<file path="src/rtl/digital_tube_pkg.sv">
// Shared types and constants for the seven-segment tube scanner and its neighbours.
package digital_tube_pkg;

    // Segment code width and the all-segments-off code
    localparam int unsigned SEG_W     = 8;
    localparam logic [7:0]  SEG_BLANK = 8'h00;

    // Scanner top-level state
    typedef enum logic {
        SCAN  = 1'b0,
        BLANK = 1'b1
    } scan_state_t;

    // Mode codes presented on fun by the front-panel controller
    localparam int unsigned FUN_CLOCK     = 0;
    localparam int unsigned FUN_SET       = 1;
    localparam int unsigned FUN_ALARM     = 2;
    localparam int unsigned FUN_STOPWATCH = 3;

endpackage

</file>
<file path="src/rtl/scan_prescaler.sv">
// Free-running slot prescaler: counts 0..DIV-1, flags the last cycle of a slot
// and the leading dead-time window. Also used by the keypad scanner.
module scan_prescaler #(
    parameter int DIV  = 50000,
    parameter int DEAD = 500
) (
    input  logic clk,
    input  logic rst_n,
    input  logic clr,
    output logic tick,
    output logic dead
);

    localparam int PRE_W = (DIV > 2) ? $clog2(DIV) : 1;

    logic [PRE_W-1:0] pre_reg;

    assign tick = (pre_reg == PRE_W'(DIV - 1));
    assign dead = (pre_reg < PRE_W'(DEAD));

    // Slot counter; clr holds it at the start of a slot
    always_ff @(posedge clk) begin
        if (!rst_n || clr) begin
            pre_reg <= '0;
        end else if (tick) begin
            pre_reg <= '0;
        end else begin
            pre_reg <= pre_reg + 1'b1;
        end
    end

endmodule

</file>
<file path="src/rtl/digital_tube_scan_mux.sv">
// Time-multiplexed seven-segment scanner: picks one pre-decoded channel by fun,
// scans its digits one-hot with dead-time per slot and a blank after every mode change.
module digital_tube_scan_mux
    import digital_tube_pkg::*;
#(
    parameter int NUM_DIGITS = 8,
    parameter int NUM_CH     = 4,
    parameter int SEL_W      = 2,
    parameter int SCAN_DIV   = 50000,
    parameter int DEAD_CYC   = 500,
    parameter int BLANK_CYC  = 1000
) (
    input  logic                                clk,
    input  logic                                rst_n,
    input  logic [SEL_W-1:0]                    fun,
    input  logic [NUM_CH*NUM_DIGITS*SEG_W-1:0]  codes,
    input  logic [NUM_CH*NUM_DIGITS-1:0]        dig_en,
    output logic [SEG_W-1:0]                    codeout,
    output logic [NUM_DIGITS-1:0]               seg,
    output logic                                frame_tick
);

    localparam int IDX_W = $clog2(NUM_DIGITS);
    localparam int BLK_W = (BLANK_CYC > 2) ? $clog2(BLANK_CYC) : 1;
    localparam logic [IDX_W-1:0] IDX_LAST = IDX_W'(NUM_DIGITS - 1);
    localparam logic [BLK_W-1:0] BLK_LAST = BLK_W'(BLANK_CYC - 1);

    scan_state_t          state_reg, state_next;
    logic [IDX_W-1:0]     idx_reg, idx_next;
    logic [BLK_W-1:0]     blank_reg, blank_next;
    logic [SEL_W-1:0]     fun_q_reg, fun_q_next;
    logic [SEG_W-1:0]     code_reg, code_next;
    logic [NUM_DIGITS-1:0] seg_reg, seg_next;
    logic                 frame_reg, frame_next;

    logic                 mode_change;
    logic                 pre_clr;
    logic                 pre_tick;
    logic                 pre_dead;

    logic [NUM_DIGITS*SEG_W-1:0] chan_codes [NUM_CH];
    logic [NUM_DIGITS-1:0]       chan_en    [NUM_CH];
    logic [NUM_DIGITS*SEG_W-1:0] sel_codes;
    logic [NUM_DIGITS-1:0]       sel_en;
    logic                        ch_hit;

    // Unpack the flat channel buses into per-channel rows
    genvar gi;
    generate
        for (gi = 0; gi < NUM_CH; gi++) begin : g_chan
            assign chan_codes[gi] = codes[gi*NUM_DIGITS*SEG_W +: NUM_DIGITS*SEG_W];
            assign chan_en[gi]    = dig_en[gi*NUM_DIGITS +: NUM_DIGITS];
        end
    endgenerate

    scan_prescaler #(
        .DIV  (SCAN_DIV),
        .DEAD (DEAD_CYC)
    ) u_prescaler (
        .clk   (clk),
        .rst_n (rst_n),
        .clr   (pre_clr),
        .tick  (pre_tick),
        .dead  (pre_dead)
    );

    assign mode_change = (fun != fun_q_reg);

    // Select the latched channel; an out-of-range mode selects nothing (ch_hit=0)
    always_comb begin
        ch_hit    = 1'b0;
        sel_codes = '0;
        sel_en    = '0;
        for (int c = 0; c < NUM_CH; c++) begin
            if (fun_q_reg == SEL_W'(c)) begin
                ch_hit    = 1'b1;
                sel_codes = chan_codes[c];
                sel_en    = chan_en[c];
            end
        end
    end

    // Next-state: mode change overrides everything and restarts the blank
    always_comb begin
        state_next = state_reg;
        idx_next   = idx_reg;
        blank_next = blank_reg;
        fun_q_next = fun_q_reg;
        pre_clr    = 1'b0;
        if (mode_change) begin
            fun_q_next = fun;
            state_next = BLANK;
            blank_next = '0;
            idx_next   = '0;
            pre_clr    = 1'b1;
        end else begin
            case (state_reg)
                SCAN: begin
                    if (pre_tick) begin
                        idx_next = (idx_reg == IDX_LAST) ? '0 : idx_reg + 1'b1;
                    end
                end
                BLANK: begin
                    pre_clr = 1'b1;
                    if (blank_reg == BLK_LAST) begin
                        state_next = SCAN;
                        idx_next   = '0;
                    end else begin
                        blank_next = blank_reg + 1'b1;
                    end
                end
                default: begin
                    state_next = SCAN;
                    idx_next   = '0;
                end
            endcase
        end
    end

    // Output decode from the current counters; registered below
    always_comb begin
        seg_next   = '0;
        code_next  = SEG_BLANK;
        frame_next = 1'b0;
        if (state_reg == SCAN && ch_hit) begin
            code_next = sel_codes[idx_reg*SEG_W +: SEG_W];
            if (!pre_dead && sel_en[idx_reg]) begin
                seg_next[idx_reg] = 1'b1;
            end
        end
        if (state_reg == SCAN && pre_tick && idx_reg == IDX_LAST && !mode_change) begin
            frame_next = 1'b1;
        end
    end

    // FSM and scan counters
    always_ff @(posedge clk) begin
        if (!rst_n) begin
            state_reg <= SCAN;
            idx_reg   <= '0;
            blank_reg <= '0;
            fun_q_reg <= fun;
        end else begin
            state_reg <= state_next;
            idx_reg   <= idx_next;
            blank_reg <= blank_next;
            fun_q_reg <= fun_q_next;
        end
    end

    // Output registers
    always_ff @(posedge clk) begin
        if (!rst_n) begin
            seg_reg   <= '0;
            code_reg  <= SEG_BLANK;
            frame_reg <= 1'b0;
        end else begin
            seg_reg   <= seg_next;
            code_reg  <= code_next;
            frame_reg <= frame_next;
        end
    end

    assign seg        = seg_reg;
    assign codeout    = code_reg;
    assign frame_tick = frame_reg;

endmodule

</file>
<file path="config.mk">
export PLATFORM = sky130hd
export DESIGN_NAME = digital_tube_scan_mux
export DESIGN_NICKNAME = d
export VERILOG_FILES = /design/src/rtl/digital_tube_pkg.sv /design/src/rtl/scan_prescaler.sv /design/src/rtl/digital_tube_scan_mux.sv
export SDC_FILE = /design/constraint.sdc
export NUM_CORES = 1
export LEC_CHECK = 0
export CORE_AREA = 2 2 120 122
export CTS_BUF_LIST = sky130_fd_sc_hd__clkbuf_16
export DETAILED_ROUTE_END_ITERATION = 12
export DIE_AREA = 0 0 122 124
export HOLD_SLACK_MARGIN = 0.02
export PLACE_DENSITY = 0.77
export SLEW_MARGIN = 40
export SYNTH_ARGS = -nofsm -noshare
export SYNTH_HDL_FRONTEND = slang
export SYNTH_SLANG_ARGS = --single-unit
</file>
<file path="constraint.sdc">
create_clock -name clk -period 2.1 [get_ports clk]
set_input_delay 0.42 -clock clk [delete_from_list [all_inputs] [get_ports clk]]
set_output_delay 0.42 -clock clk [all_outputs]
set_load 0.005 [all_outputs]
</file>
Word-level counts from Yosys, hierarchy flattened --
Index checks and enable logic that the tools add are counted.
Cells by class: add/subtract/negate cells 3, magnitude comparators 3, eq/ne operators 10, shift-type cells 1, muxes and demuxes 28, bitwise operators 3, reductions and logical operators 17
Operators with widths (number):
- two-way mux 64 bit | 4
- indexed part select 64 x 7 -> 8 bit | 1
- two-way mux 8 bit | 4
- adder 16 x 1 -> 16 bit, second input constant | 1
- equality test 16 bit, second input constant | 1
- < comparator 16 x 9 -> 1 bit, second input constant | 1
- two-way mux 1 bit | 12
- adder 10 x 1 -> 10 bit, second input constant | 1
- equality test 10 bit, second input constant | 1
- two-way mux 3 bit | 3
- logical AND 1 bit | 6
- case mux 3 bit (2 select lines) | 1
- AND reduction 2 bit | 3
- equality test 2 bit, second input constant | 2
- < comparator 3 x 4 -> 1 bit, second input constant | 1
- two-way mux 2 bit | 2
- inequality test 2 x 1 -> 1 bit, second input constant | 2
- OR reduction 2 bit | 2
- adder 3 x 1 -> 3 bit, second input constant | 1
- binary-select mux 1 bit (select 3 bit) | 1
- demux 1 bit (select 3 bit) | 1
- equality test 3 bit, second input constant | 1
- >= comparator 3 x 1 -> 1 bit, second input constant | 1
- zero test 1 bit | 3
- other kinds (7) | 9
Word-level totals: register bits after elaboration 49

Longest topological paths before layout --
Gate-level depths: netlist (run 1).
word-level depth 9, mapped depth 9, gate-level depth less buffers 5

Cells and area by module --
Synthesis (run 1) repeated with hierarchy kept, for this count alone.
Unflattened totals: cell total of the unflattened synthesis 408, area, all modules 4301.6 um^2
By module, submodules not included:
- digital_tube_scan_mux | instances 1, cells each 318, area each 3504.6 um^2, seq. area each 680.7 um^2
- scan_prescaler | instances 1, cells each 90, area each 797.0 um^2, seq. area each 320.3 um^2

Least setup slack after synthesis (run 1) --
Ideal clock, no wire load.
kind register to register, start point register fun_q_reg[0], end point register code_reg[6] (netlist: codeout[6]), library setup time 0.142 ns, arrival 1.675 ns, setup slack 0.283 ns, stages on the path, launching flop included 7, buffers on the path 3, period minus slack after synthesis 1.817 ns, cells stage by stage edfxtp_1 > buf_6 > buf_4 > buf_4 > mux2_2 > a2111oi_0 > o2111ai_1
Between the ends: longest elaborated chain between the ends 7
Ends and longest elaborated chain:
- start, declared | RTL line digital_tube_scan_mux.sv:31 | logic [SEL_W-1:0] fun_q_reg, fun_q_next;
- start signal, assigned | RTL line digital_tube_scan_mux.sv:142 | fun_q_reg <= fun;
- start signal, assigned | RTL line digital_tube_scan_mux.sv:147 | fun_q_reg <= fun_q_next;
- parallel branches: the longest is 7 deep, another holds two-way mux 64 bit
- end signal, assigned | RTL line digital_tube_scan_mux.sv:159 | code_reg <= code_next;
- end, declared | RTL line digital_tube_scan_mux.sv:32 | logic [SEG_W-1:0] code_reg, code_next;
Parallel ways; which one is timed is not known. A chain may end at the register's enable or synchronous reset.

Final worst setup path (run 1) --
start point register fun_q_reg[0], end point register code_reg[4] (netlist: codeout[4])
The elaborated chain is that of the path after synthesis.

==> out/results.env, run 1 <==
NUMBER_OF_ENABLE_FLIP_FLOP_CELLS_AFTER_SYNTHESIS=2
LAYOUT.NETS=1128
FIRST_PASS_GRT_WIRE_LENGTH_UM=31200
SYN-MEAN-INSTANCE-AREA_UM2=9.11
DETAIL_ROUTED_VIA_COUNT_PER_CELL=5.50
SYNTHESIS.YOSYS.WARNINGS=0
TRITONCTS_CLOCK_TREE='built'
ROUTE.ANTENNA.REMAINING_NETS=0
VDD_DROP_MAX_uV=354
SYNTH-SEQ-CELLS=49
SYN-NUM-NETS=813
SWITCHING_SHARE_PCT=27.5
CP_DATA_ARRIVAL_TIME_PS=2200
SYNTH_MOST_COMMON_CELL='sky130_fd_sc_hd__mux2i_1'
XOR_AND_XNOR_AREA_SHARE_AFTER_SYNTHESIS_PCT=3.72
POWER_SWITCHING_mW=0.860
INTPOWER_mW=2.27
BOUNDARYPINS=309
GR-USAGE-ALL-LAYERS_PCT=27.2
COMB_POWER_SHARE_PCT=43.1
POST_SYNTH_NUM_CELL_TYPES=58
COMBINATIONAL_FAMILY_WITH_THE_MOST_AREA_AFTER_SYNTHESIS='multiplexers'
NUMBER_OF_GLOBAL_ROUTE_VIAS_BEFORE_REPAIR=5673
CELLLEAKAGEPOWER_nW=3.08
DETAILEDPLACEMENTHPWL_UM=18100
SYNTH.MUX.AREA_FRACTION_PCT=32.4
FLOORPLAN.CORE_AREA_MM2=0.0137
IO_BUFFER_COUNT=308
ROUTE.VIAS.TOTAL=5584
FINALWORSTSETUPSLACK_PS=55.3
CTS.ROOT.BUFFER_CELL='sky130_fd_sc_hd__clkbuf_16'
ROUTE.DETAILED.DRC=0
DIEAREA_MM2=0.0151
MIN-DELAY-PATH-CLASS='reg2reg'
FINAL_WORST_PATH_PERIOD_SHARE_PCT=97.4
CLK_TRANSITION_REPORTED_PATHS_PS=70
ROUTEDWLPERCELL_UM=21.2
FINAL_WL_UM=21500
FINALCRITICALPERIOD_PS=2040
CRITICAL_PATH.MAX_FANOUT=30
DRIVE_ABOVE_1_SHARE_PCT=13.1
SYNTH_TOP_AREA_SHARE_PCT=20.0
POWER-PER-CELL-AREA_mW_PER_MM2=373
ENDPOINT_KIND='flip-flop'
MAX_FREQ_MHz=489
DRV_SLEW=0
UNREPAIRED_SETUP_ENDPOINTS_AFTER_GLOBAL_ROUTING='true'
DIE_X_UM=122
SYNTH-MAIN-FF-CELL='sky130_fd_sc_hd__dfxtp_1'
SYNTHSIMPLEGATEAREAFRAC_PCT=15.1
CRIT_PATH_START_KIND='flip-flop'
TIMING_WORST_SLEW_PIN_VALUE_PS=793
YS_SEQ_AREA_SHARE_PCT=21.3
SETUP_VIOLATIONS=0
CLOCKBUFFERDEPTH=2
NUMBER_OF_FLIP_FLOPS_UNDER_THE_LARGEST_REGISTER_NAME=16
SYNTH-COMPOUND-AREA-SHARE_PCT=20.1
GRT_MAX_DEGREE=50
CELLS_AFTER_SYNTHESIS=517
FIRST_PASS_ITERS=5
TIMING.MAX_SLEW.REL_SLACK_PCT=46.4
DRV_CAP=0
CRITICAL_PATH_TYPE='reg2reg'
POST-ROUTE-UTIL_PCT=61.1
YOSYS.AREA_SHARE.ADDER_PCT=1.06
CTS-BUFFERS-INSERTED=5
GLOBALROUTEOVERFLOWTOTAL=0
CLK_LATENCY_PS=290
STATUS='completed'
POWER_FRAC_SEQ_PCT=31.4
CRIT_REQUIRED_PS=2250
SYNTH_COMMON_CELLS='sky130_fd_sc_hd__mux2i_1 (88), sky130_fd_sc_hd__dfxtp_1 (47), sky130_fd_sc_hd__nor2_1 (43)'
PROPORTION_OF_SYNTHESIZED_FLIP_FLOPS_HAVING_ASYNCHRONOUS_SET_OR_RESET_PCT=0
NUM_ROWS=43
DRT_ITER0_MARKERS=464
SYNTH_TOP_CELL_BY_AREA='sky130_fd_sc_hd__dfxtp_1'
FLOW.AREA_GROWTH_FROM_SYNTHESIS_PCT=77.9
MAPPEDNETLISTAREA_MM2=0.00471
DIE_HEIGHT_UM=124
INITIAL_UTILIZATION_PCT=34.3
PART_OF_THE_TOTAL_POWER_DISSIPATED_IN_THE_CLOCK_NETWORK_PCT=25.5
HOLD_VIOL=0
INITIAL_ANTENNA_VIOLATION_COUNT=3
FINAL_WEIGHTED_CONGESTION_IN_ROUTABILITY_DRIVEN_PLACEMENT=0.881
CTS_SINKS=49
PRECTSSETUPSLACK_PS=-205
TIMING.CLOCK.SKEW_PS=8.99
HTREEDEPTH=2
YS_TOP_CELLS_BY_AREA='sky130_fd_sc_hd__dfxtp_1 (20%), sky130_fd_sc_hd__mux2i_1 (19%), sky130_fd_sc_hd__mux4_2 (8.6%)'
through the flow:
step | area (um^2) | power (mW) | TNS, ps | std cells | hold WS, ps
3_5_place_dp | 8080 | 2.30 | -256 | 1000 | 460
3_3_place_gp | 8080 | 2.28 | -215 | 1000 | 441
2_1_floorplan | 4710 | 1.55 | 0 | 517 | 430
5_1_grt | 8370 | 3.27 | -46.7 | 1013 | 503
4_1_cts | 8230 | 3.10 | 0 | 1008 | 476
6_report | 8380 | 3.13 | 0 | 1016 | 472
cell families (layout without fill, tap and decap cells):
| group | after synthesis | after routing |
|---|---|---|
| and+or+nand+nor | 138 | 138 |
| AOI/OAI and AO/OA | 132 | 132 |
| muxes | 126 | 126 |
| DFF | 49 | 49 |
| buffers and inverters | 48 | 364 |
| xor gates and xnor gates | 20 | 20 |
| adders and majority gates | 4 | 4 |
| other | 0 | 3 |
power groups by stage:
| stage | sequential (mW) | clock, mW | combinational (mW) |
|---|---|---|---|
| after floorplan | 0.992 | 0 | 0.559 |
| final | 0.983 | 0.796 | 1.35 |
| after CTS | 0.981 | 0.810 | 1.31 |
| after detailed placement | 1.00 | 0 | 1.30 |
| after global placement | 1.00 | 0 | 1.28 |
| after global routing | 0.985 | 0.853 | 1.43 |
area by class of cell:
| cell class | instances | area [um^2] |
|---|---|---|
| tap | 180 | 225 |
| clock buffer | 5 | 125 |
| sequential | 49 | 1000 |
| inverter | 7 | 26.3 |
| timing repair buffer | 349 | 3470 |
| clock inverter | 3 | 17.5 |
| antenna | 3 | 7.51 |
| fill | 1199 | 5340 |
| multi-input combinational | 420 | 3510 |
repair_timing:
item                                    CTS  global route
hold endpoints to repair                  0             0
hold buffers                              0             0
endpoints found under the setup margin    2            23
pin swaps                                 1             1
gates resized for setup                   4            17
setup buffers                             0             6
path summary, 6_finish.rpt:
path,endpoint,slack [ps],cells after the start,from
setup reg to reg,codeout[4],60,6,fun_q_reg[0]
hold / removal,u_prescaler.pre_reg[0],470,1,u_prescaler.pre_reg[0]
hold reg to reg,u_prescaler.pre_reg[0],470,1,u_prescaler.pre_reg[0]
setup / recovery,codeout[4],60,6,fun_q_reg[0]
critical path, cell delays in order (launching register included):
cell and delay [ps]:
sky130_fd_sc_hd__edfxtp_1 430, sky130_fd_sc_hd__buf_12 180, sky130_fd_sc_hd__buf_12 230, sky130_fd_sc_hd__mux2i_1 300
sky130_fd_sc_hd__a211oi_1 110, sky130_fd_sc_hd__a2111oi_0 490, sky130_fd_sc_hd__o2111ai_1 150
routing by layer:
| metal | up-vias | track usage, % | wire (um) |
|---|---|---|---|
| met1 | 2611 | 31.1 | 8310 |
| met2 | 270 | 49.7 | 10600 |
| li1 | 2666 | - | - |
| met4 | 0 | 8.12 | 586 |
| met3 | 37 | 7.28 | 1990 |
| met5 | - | 0 | 0 |
cell usage in the layout (no fill, tap or decap), drive strengths merged, types with 19 or more instances in the layout:
cell and count:
nor2 43, nand2 22, mux2 19, mux4 19, a211oi 20, a21oi 38
clkdlybuf4s50 308, mux2i 88, dfxtp 47, buf 41
(Power assumes the default switching activity.)
==> inputs of run 2 (changes only) <==
--- a/config.mk
+++ b/config.mk
@@ -5,12 +5,13 @@
 export SDC_FILE = /design/constraint.sdc
 export NUM_CORES = 1
 export LEC_CHECK = 0
-export CORE_AREA = 2 2 120 122
+export CORE_ASPECT_RATIO = 0.75
+export CORE_MARGIN = 2
+export CORE_UTILIZATION = 34
 export CTS_BUF_LIST = sky130_fd_sc_hd__clkbuf_16
 export DETAILED_ROUTE_END_ITERATION = 12
-export DIE_AREA = 0 0 122 124
 export HOLD_SLACK_MARGIN = 0.02
-export PLACE_DENSITY = 0.77
+export PLACE_DENSITY = 0.8
 export SLEW_MARGIN = 40
 export SYNTH_ARGS = -nofsm -noshare
 export SYNTH_HDL_FRONTEND = slang
==> constraint.sdc (replaced) <==
create_clock -name clk -period 1.7 [get_ports clk]
set_input_delay 0.34 -clock clk [delete_from_list [all_inputs] [get_ports clk]]
set_output_delay 0.34 -clock clk [all_outputs]
set_load 0.005 [all_outputs]
==> run 2 against run 1 <==
Net effect: the run now ends with setup timing left; utilization grew 7.6 points; clock skew down 5.7 ps; global-route usage up 0.90 points; clock power increased by 49%; wire length up 3.6%; fmax is 0.12% higher; critical endpoint is now codeout[3].
==> out/results.env, run 2 (synthesized netlist as in run 1, its figures left out) <==
STATUS='finished, violations left'
VIOLATIONS='setup timing'
CELLLEAKAGEPOWER_nW=3.49
PRECTSSETUPSLACK_PS=-432
FINAL_COMMON_CELL='sky130_fd_sc_hd__clkdlybuf4s50_1'
FIRST_PASS_GRT_WIRE_LENGTH_UM=32800
WORST_PATH_MAX_DELAY_CELL='sky130_fd_sc_hd__a2111oi_2'
CRITICAL_PATH_TYPE='reg2reg'
CLK_TRANSITION_REPORTED_PATHS_PS=70
HTREEDEPTH=2
MIN-DELAY-PATH-CLASS='reg2reg'
FINAL_CELL_MIX='sky130_fd_sc_hd__clkdlybuf4s50_1 (308), sky130_fd_sc_hd__buf_4 (82), sky130_fd_sc_hd__mux2i_1 (72)'
FLOW.AREA_GROWTH_FROM_SYNTHESIS_PCT=98.5
INITIAL_UTILIZATION_PCT=34.6
BOUNDARYPINS=309
COMB_POWER_SHARE_PCT=45.5
NUM_ROWS=37
CLOCKBUFFERDEPTH=2
NUMBER_OF_FLIP_FLOPS_UNDER_THE_LARGEST_REGISTER_NAME=16
FIRST_PASS_ITERS=5
FLOORPLAN.CORE_AREA_MM2=0.0136
DRT_ITER0_MARKERS=556
WORSTREG2REGSTART='fun_q_reg[0]'
GR-USAGE-ALL-LAYERS_PCT=28.1
PART_OF_THE_TOTAL_POWER_DISSIPATED_IN_THE_CLOCK_NETWORK_PCT=27.1
LAYOUT.NETS=1191
DIE_HEIGHT_UM=106
FINALWORSTSETUPSLACK_PS=-342
DETAILEDPLACEMENTHPWL_UM=17200
UNREPAIRED_SETUP_ENDPOINTS_AFTER_GLOBAL_ROUTING='true'
INITIAL_ANTENNA_VIOLATION_COUNT=0
HOLD_PATH_ORIGIN='u_prescaler.pre_reg[0]'
TRITONCTS_CLOCK_TREE='built'
DRV_SLEW=0
ENDPOINT_KIND='flip-flop'
FINAL_WORST_PATH_PERIOD_SHARE_PCT=120
INTPOWER_mW=3.19
DIEAREA_MM2=0.0148
CRITPATHLAUNCH='fun_q_reg[0]'
FINAL_WEIGHTED_CONGESTION_IN_ROUTABILITY_DRIVEN_PLACEMENT=0.910
DRV_CAP=0
MULTI_INPUT_COMB_AREA_MM2=0.00378
TIMING.CLOCK.SKEW_PS=3.28
FINAL_WL_UM=22300
HOLD_VIOL=0
SETUP_VIOLATIONS=24
NUMBER_OF_GLOBAL_ROUTE_VIAS_BEFORE_REPAIR=5861
GRT_MAX_DEGREE=44
POWER_SWITCHING_mW=1.20
HOLDBUFCOUNTCTS=0
VDD_DROP_MAX_uV=494
TIMING.MAX_SLEW.REL_SLACK_PCT=51.7
DRIVE_ABOVE_1_SHARE_PCT=23.3
IO_BUFFER_COUNT=308
CRITICAL_PATH.CELL_CHAIN='buf_6 > buf_12 > mux2i_2 > a211oi_1 > a2111oi_2 > buf_4 > o2111ai_1'
SWITCHING_SHARE_PCT=27.3
ROUTEDWLPERCELL_UM=20.8
CP_DATA_ARRIVAL_TIME_PS=2200
REPORT.POWER.TOTAL_mW=4.39
CTS.ROOT.BUFFER_CELL='sky130_fd_sc_hd__clkbuf_16'
CRITICAL_PATH.MAX_FANOUT=13
DIE_X_UM=140
INSERTEDDIODECOUNT=0
MAX_FREQ_MHz=490
CLK_LATENCY_PS=290
POWER-PER-CELL-AREA_mW_PER_MM2=470
CRIT_REQUIRED_PS=1860
TIMING_WORST_SLEW_PIN_VALUE_PS=714
GLOBALROUTEOVERFLOWTOTAL=0
DETAIL_ROUTED_VIA_COUNT_PER_CELL=5.51
AREA_OF_ALL_SEQUENTIAL_STANDARD_CELLS_MM2=0.00101
CRITICAL-PATH-MAX-STAGE-DELAY_PS=480
CTS-BUFFERS-INSERTED=5
CRIT_PATH_START_KIND='flip-flop'
LAYOUT.FILLER_CELLS=1034
ROUTE.ANTENNA.REMAINING_NETS=0
CTS_SINKS=49
ROUTE.VIAS.TOTAL=5896
POWER_FRAC_SEQ_PCT=27.3
ROUTE.DETAILED.DRC=0
FINAL.SETUP.TNS_PS=-3900
FINALCRITICALPERIOD_PS=2040
## run 2: changes by cell type in the layout (fill, tap and decap cells not counted), moves of 4 or more
cell	change
sky130_fd_sc_hd__a211oi_1	-6
sky130_fd_sc_hd__a211oi_2	+6
sky130_fd_sc_hd__buf_12	+7
sky130_fd_sc_hd__buf_4	+46
sky130_fd_sc_hd__buf_6	+6
sky130_fd_sc_hd__clkbuf_16	+4
sky130_fd_sc_hd__dfxtp_1	-4
sky130_fd_sc_hd__dfxtp_2	+4
sky130_fd_sc_hd__mux2i_1	-13
sky130_fd_sc_hd__mux2i_2	+5
sky130_fd_sc_hd__mux2i_4	+8
## run 2: through the flow
stage / area, um^2 / hold WS (ps) / utilization (%) / instances
final: 9340 / 472 / 68.7 / 1071
after global routing: 9340 / 490 / 68.7 / 1071
after floorplan: 4740 / 430 / - / 517
after CTS: 9150 / 472 / 67.2 / 1065
after global placement: 8490 / 441 / 62.4 / 1048
after detailed placement: 8490 / 456 / 62.4 / 1048
## run 2: worst paths after layout
kind	cells after the start	slack [ps]	end
setup / recovery	7	-340	codeout[3]
hold / removal	1	470	u_prescaler.pre_reg[0]
setup reg to reg	7	-340	codeout[3]
hold reg to reg	1	470	u_prescaler.pre_reg[0]
## run 2: critical path: cells and delay by family (launching register included)
kind	cells	cell delay, ps
mux	1	290
buf+inv	3	540
compound gates	3	710
flops	1	360
## run 2: power groups by stage
stage,Combinational (mW),Clock [mW],Sequential [mW]
floorplan,0.702,0,1.23
global placement,1.66,0,1.23
detailed placement,1.68,0,1.23
CTS,1.89,1.20,1.20
global route,2.10,1.25,1.21
finish,2.00,1.19,1.20
## run 2: cell type report
cell class,instances,share of cell area [%]
repair buffers,412,44.2
multi-input cells,420,40.5
clock buffers,7,1.87
clock inverters,1,0.0937
flip-flops and latches,49,10.8
well taps,175,2.34
inverters,7,0.281
## run 2: per-layer routing
layer  share of wire (%)  global-route usage, %  wire length, um
met2                  49                   48.0            10900
met5                   0                      0                0
met4                 1.4                   4.00              313
met1                  41                   37.5             9100
met3                 9.2                   6.17             2050
## run 2: timing repair
item	4_1_cts	5_1_grt
hold endpoints to repair	0	0
setup endpoints to repair	33	33
cloned	4	2
resized for setup	60	22
pin swaps	11	7
setup buffers	6	5
